[src/rtl/pipe_ctrl.sv]
// ============================================================================
//  Module      : pipe_ctrl
//  Description : PC redirect arbitration, bus-stall deferral, hold merging and
//                post-redirect flush bubble. Optional bus-stall watchdog is
//                built when PIPE_CTRL_TIMEOUT_EN is defined.
//  Revision    : 1.0 - initial release
// ============================================================================
`default_nettype none

module pipe_ctrl #(
    parameter int FLUSH_CYCLES   = 1,
    parameter int TIMEOUT_CYCLES = 255
) (
    input  logic        clk,
    input  logic        rst,
    input  logic        ex_jump_req_in,
    input  logic [31:0] ex_jump_addr_in,
    input  logic        ex_hold_req_in,
    input  logic        bus_hold_req_in,
    input  logic        int_req_in,
    input  logic [31:0] int_addr_in,
    output logic        int_ack_out,
    output logic        jump_flag_out,
    output logic [31:0] jump_addr_out,
    output logic [2:0]  hold_flag_out,
    output logic        timeout_out
);

    localparam logic [1:0] c_flush     = 2'(FLUSH_CYCLES);
    localparam logic [2:0] c_hold_none = 3'd0;
    localparam logic [2:0] c_hold_pc   = 3'd1;
    localparam logic [2:0] c_hold_if   = 3'd2;
    localparam logic [2:0] c_hold_id   = 3'd3;

    typedef enum logic [1:0] {
        S_IDLE  = 2'd0,
        S_PEND  = 2'd1,
        S_FLUSH = 2'd2
    } state_t;

    state_t      r_state;
    logic [31:0] r_pend_addr;
    logic [1:0]  r_flush_cnt;

    logic        w_issue;
    logic [31:0] w_issue_addr;
    logic        w_ack;
    logic        w_latch;
    logic [31:0] w_latch_addr;
    logic        w_int_ok;
    logic [2:0]  w_hold;

    // A latched redirect outranks everything; interrupts need a quiet execute stage.
    always_comb begin
        w_issue      = 1'b0;
        w_issue_addr = 32'd0;
        w_ack        = 1'b0;
        w_latch      = 1'b0;
        w_latch_addr = 32'd0;
        w_int_ok     = int_req_in && !ex_hold_req_in;
        if (r_state == S_PEND) begin
            if (!bus_hold_req_in) begin
                w_issue      = 1'b1;
                w_issue_addr = r_pend_addr;
            end
        end else if (!bus_hold_req_in) begin
            if (w_int_ok) begin
                w_issue      = 1'b1;
                w_issue_addr = int_addr_in;
                w_ack        = 1'b1;
            end else if (ex_jump_req_in) begin
                w_issue      = 1'b1;
                w_issue_addr = ex_jump_addr_in;
            end
        end else begin
            if (w_int_ok) begin
                w_latch      = 1'b1;
                w_latch_addr = int_addr_in;
                w_ack        = 1'b1;
            end else if (ex_jump_req_in) begin
                w_latch      = 1'b1;
                w_latch_addr = ex_jump_addr_in;
            end
        end
    end

    always_comb begin
        w_hold = c_hold_none;
        if (ex_hold_req_in)
            w_hold = c_hold_id;
        else if (r_state == S_FLUSH)
            w_hold = c_hold_if;
        else if (bus_hold_req_in)
            w_hold = c_hold_pc;
    end

    assign jump_flag_out = rst & w_issue;
    assign jump_addr_out = rst ? w_issue_addr : 32'd0;
    assign int_ack_out   = rst & w_ack;
    assign hold_flag_out = rst ? w_hold : c_hold_none;

    always_ff @(posedge clk) begin
        if (!rst) begin
            r_state     <= S_IDLE;
            r_pend_addr <= 32'd0;
            r_flush_cnt <= 2'd0;
        end else if (w_issue) begin
            if (c_flush == 2'd0) begin
                r_state     <= S_IDLE;
                r_flush_cnt <= 2'd0;
            end else begin
                r_state     <= S_FLUSH;
                r_flush_cnt <= c_flush;
            end
        end else if (w_latch) begin
            r_state     <= S_PEND;
            r_pend_addr <= w_latch_addr;
            r_flush_cnt <= 2'd0;
        end else if (r_state == S_FLUSH) begin
            if (r_flush_cnt <= 2'd1) begin
                r_state     <= S_IDLE;
                r_flush_cnt <= 2'd0;
            end else begin
                r_flush_cnt <= r_flush_cnt - 2'd1;
            end
        end
    end

`ifdef PIPE_CTRL_TIMEOUT_EN
    localparam logic [7:0] c_to_max  = 8'(TIMEOUT_CYCLES);
    localparam logic [7:0] c_to_last = 8'(TIMEOUT_CYCLES - 1);

    logic [7:0] r_to_cnt;

    // Saturates at the limit so a long stall yields exactly one pulse.
    always_ff @(posedge clk) begin
        if (!rst || !bus_hold_req_in)
            r_to_cnt <= 8'd0;
        else if (r_to_cnt != c_to_max)
            r_to_cnt <= r_to_cnt + 8'd1;
    end

    assign timeout_out = rst && bus_hold_req_in && (r_to_cnt == c_to_last);
`else
    // Watchdog not built; the term only keeps the parameter referenced.
    assign timeout_out = 1'b0 & (TIMEOUT_CYCLES < 0);
`endif

endmodule

`default_nettype wire
[config.mk]
export PLATFORM = sky130hd
export DESIGN_NAME = pipe_ctrl
export DESIGN_NICKNAME = d
export VERILOG_FILES = /design/src/rtl/pipe_ctrl.sv
export SDC_FILE = /design/constraint.sdc
export NUM_CORES = 1
export LEC_CHECK = 0
export ABC_AREA = 1
export ABC_CLOCK_PERIOD_IN_PS = 1200
export BUFFER_PORTS_ARGS = -buffer_cell sky130_fd_sc_hd__buf_2
export CELL_PAD_IN_SITES_DETAIL_PLACEMENT = 1
export CELL_PAD_IN_SITES_GLOBAL_PLACEMENT = 1
export CORE_UTILIZATION = 31
export DETAILED_ROUTE_END_ITERATION = 16
export HOLD_SLACK_MARGIN = 0.02
export PLACE_DENSITY_LB_ADDON = 0.1
export SLEW_MARGIN = 25
export SYNTH_ARGS = -nofsm -noshare
export SYNTH_HDL_FRONTEND = slang
export SYNTH_SLANG_ARGS = --single-unit
[constraint.sdc]
create_clock -name clk -period 1.2 [get_ports clk]
set_input_delay 0.12 -clock clk [delete_from_list [all_inputs] [get_ports clk]]
set_output_delay 0.12 -clock clk [all_outputs]
set_load 0.005 [all_outputs]
After elaboration in Yosys (flattened, before gate mapping):

Index checks and enable logic that the tools add are counted.
Widths: inputs -> output; s select.

* register bits after elaboration: 36
* input bits: 70

* add/subtract/negate cells: 1
* $lt $le $gt $ge: 1
* eq/ne operators: 2
* muxes and demuxes: 29
* bitwise operators: 4
* reductions and logical operators: 11

Operator list (number)
* $mux 32: 8
* $mux 2: 7
* $mux 1: 13
* $reduce_and 2->1: 3
* $reduce_bool 3->1: 2
* $reduce_bool 2->1: 2
* $mux 3: 1
* $reduce_or 3->1: 1
* $and 1x1->1: 2
* $eq 2x1->1 const B: 1
* $eq 2x2->1 const B: 1
* $le 2x1->1 const B: 1
* $not 1->1: 2
* $reduce_or 2->1: 1
* $sub 2x1->2 const B: 1
* $logic_and 1x1->1: 1
* $logic_not 1->1: 1

Longest topological paths before layout:

* depth in word-level cells: 7
* mapped depth: 9
* gate-level depth less buffers: 8

Worst setup path before layout:

No wires, ideal clock.

* path kind: register to output
* from: register r_state[1]
* to: output jump_addr_out[10]
* arrival time: 0.950 ns
* setup slack: 0.130 ns
* stages on the path, launching flop included: 7
* cell sequence: dfxtp_1 -> inv_1 -> nand2_4 -> buf_6 -> buf_2 -> o21ai_0 -> a21oi_1

* longest elaborated chain between the ends: 3

RTL lines
* start: declaration: line 41 `state_t r_state;`
* start signal: assignment: line 104 `r_state <= S_IDLE;`
* start signal: assignment: line 109 `r_state <= S_IDLE;`
* start signal: assignment: line 112 `r_state <= S_FLUSH;`
* $eq 2x1->1: line 61 `if (r_state == S_PEND) begin`
* $mux 32: line 61
* $mux 32: line 98 `assign jump_addr_out = rst ? w_issue_addr : 32'd0;`
* end: declaration: line 24 `output logic [31:0] jump_addr_out,`

Every way passes these cells.

Worst setup path after layout:

* from: register r_state[0]
* to: output jump_addr_out[17]

Same word-level chain as after synthesis.

==> reports/results.tsv <==
metric	value	unit
CP Capture Type	primary output	
synth-to-layout area growth	58.4	%
met3 WL	324	um
startpoint types	register	
Yosys warning total	0	
Cells after Synth	400	
Power Density	914	nW/um2
Clock Path Buffers	2	
Synth top cells by count	nand2_1 (75), nor2_1 (68), o21ai_0 (54)	
CTS clk-pin slew, worst paths	80	ps
initial antenna violation count	0	
via count	2962	
worst skew pair latency	310	ps
CP Cell Sequence	nand2_8, buf_4, o21ai_4, a21oi_2, buf_2	
Synth top area share	30.1	%
Tot GR Track Use	20.7	%
hold_buf cts	0	
Mapped Area	2400	um2
total wire length	9.23	mm
TritonCTS Sinks	36	
metal2 WL	4.42	mm
htree depth	2	
port buffer count	105	
max-cap violations	0	
floorplan row count	31	
placed cell areas	3070	um2
Max Slew Vio Count	0	
Top-Level Pins	108	
Final Hold Viols	0	
most common cell in the netlist	nand2_1	
largest cells by area after synthesis	dfxtp_1 (30%), nand2_1 (12%), o21ai_0 (11%), nor2_1 (11%), o21ai_1 (9.0%)	
Critical Path Max Stage Delay	450	ps
setup slack, reg-to-reg	-280	ps
failing checks	setup timing	
synthesis-stage register bit count	36	
DRC	0	
kind of critical path	reg -> out	
grt total ovfl	0	
fin worst setup slack	-302	ps
fin crit period	1500	ps
Final #Nets	589	
top layer in use	met4	
Die Span Y	89.9	um
EDFF count, synth	0	
Via density	4.79	
Die Wd	89.9	um
P_leak	1.98	nW
share of cells above drive strength 1	42.1	%
global-route wire length before repair	13.6	mm
Initial Util	32.5	%
status	finished, violations left	
Final Cycle Share	125	%
CTS tree	yes	
Setup WS pre-CTS	-84.6	ps
metal1 wirelength	4.30	mm
Finished Cell Area	3800	um2
sequential cell area fraction in the yosys report	30.1	%
Worst path slowest cell	dfxtp_4	
cell taking the most area after synthesis	dfxtp_1	
count of cell types in the netlist	22	
Worst Clk Skew	13.0	ps
hpwl dp	5.63	mm
Post-DRT Antenna Nets	0	
sum of negative setup slack	-14330	ps
WL/cell	14.9	um
Worst Path Max Fanout	6	
Crit path required time	1080	ps
Avg Synthesized Cell Area	5.99	um2
die area	8080	um2
GPL Wtd Cong	0.785	
vias in the first global route	2955	
RSZ-0062 raised after global routing	yes	
1st-iter DRT viols	62	
Initial DRT Pass Iterations	4	
final setup violation count	70	
CTS buffer count	5	
core area	7370	um2
Critical Path AT	1380	ps
# diodes	0	
top_reg_cell synth	dfxtp_1	
worst hold path type	in -> reg	
Root Buffer	clkbuf_8	
fmax	0.666	GHz
worst vdd ir	0.000589	V
largest net degree at the start of global routing	36	
ys async rst share	0	%
==> layout make-up <==
type | count | area, um2
fill | 994 | 3570
multi-input combinational | 291 | 1610
timing repair buffer | 141 | 1040
sequential | 36 | 728
inverter | 43 | 184
tap | 99 | 124
clock buffer | 7 | 86.3
timing repair inverter | 1 | 11.3
clock inverter | 1 | 7.51
==> power breakdown <==
group          total, mW  internal [mW]  switching (mW)
sequential          1.38           1.29          0.0863
clock              0.944          0.467           0.477
combinational       1.15          0.520           0.630
==> cells in the final DEF (no fill, tap or decap), drive strengths merged <==
| cell type | count |
|---|---|
| clkinvlp | 1 |
| conb | 2 |
| dfxtp | 36 |
| clkbuf | 11 |
| a21oi | 36 |
| nand2 | 80 |
| buf | 137 |
| inv | 44 |
| nor2 | 69 |
| o21ai | 97 |
| a21boi | 1 |
| nand3 | 4 |
| nor3 | 2 |
==> worst max-delay path, delay by kind of cell, from the launching register on <==
family | cells | cell delay (ps)
DFF | 1 | 450
buffers and inverters | 2 | 310
AOI/OAI and AO/OA | 2 | 200
and+or+nand+nor | 1 | 110
==> metrics by stage <==
step	utilization, %	hold WS, ps	power [mW]	std cells
2_1_floorplan	-	280	1.88	401
3_3_place_gp	41.6	463	2.21	592
3_5_place_dp	41.6	469	2.23	592
4_1_cts	45.5	167	3.27	607
5_1_grt	51.5	192	3.67	619
6_report	51.5	170	3.47	619
==> sequential cells by signal, summed over array words and instances, names as in the netlist <==
| name | count |
|---|---|
| r_state | 2 |
| r_pend_addr | 32 |
| r_flush_cnt | 2 |
==> layer usage <==
| metal | GRT usage (%) | vias to the layer above |
|---|---|---|
| li1 | - | 1514 |
| met1 | 25.5 | 1353 |
| met2 | 36.2 | 79 |
| met3 | 3.21 | 16 |
| met4 | 7.66 | 0 |
| met5 | 0 | - |
==> final timing paths <==
kind                               startpoint  cells after the start                           end
hold reg to reg   r_flush_cnt[1]$_SDFFE_PP0P_                      2   r_flush_cnt[1]$_SDFFE_PP0P_
setup reg to reg      r_state[0]$_SDFFE_PP0P_                      7  r_pend_addr[17]$_SDFFE_PN0P_
hold / removal                 int_addr_in[7]                      5   r_pend_addr[7]$_SDFFE_PN0P_
setup / recovery      r_state[0]$_SDFFE_PP0P_                      5             jump_addr_out[17]
==> what timing repair did <==
item,in CTS,in global routing
setup endpoints to repair,69,70
cloned,4,5
resized for setup,44,81
buffers inserted,3,7
pin swaps,2,8
==> logic make-up (layout without fill, tap and decap cells) <==
group / Yosys count / count (layout) / share of synthesized area [%]
other: 1 / 2 / 0.157
DFF: 36 / 36 / 30.1
AOI/OAI and AO/OA: 134 / 134 / 28.1
buffers and inverters: 76 / 193 / 16.0
and+or+nand+nor: 153 / 155 / 25.6
Note: power is estimated with default switching activity, not from simulation.
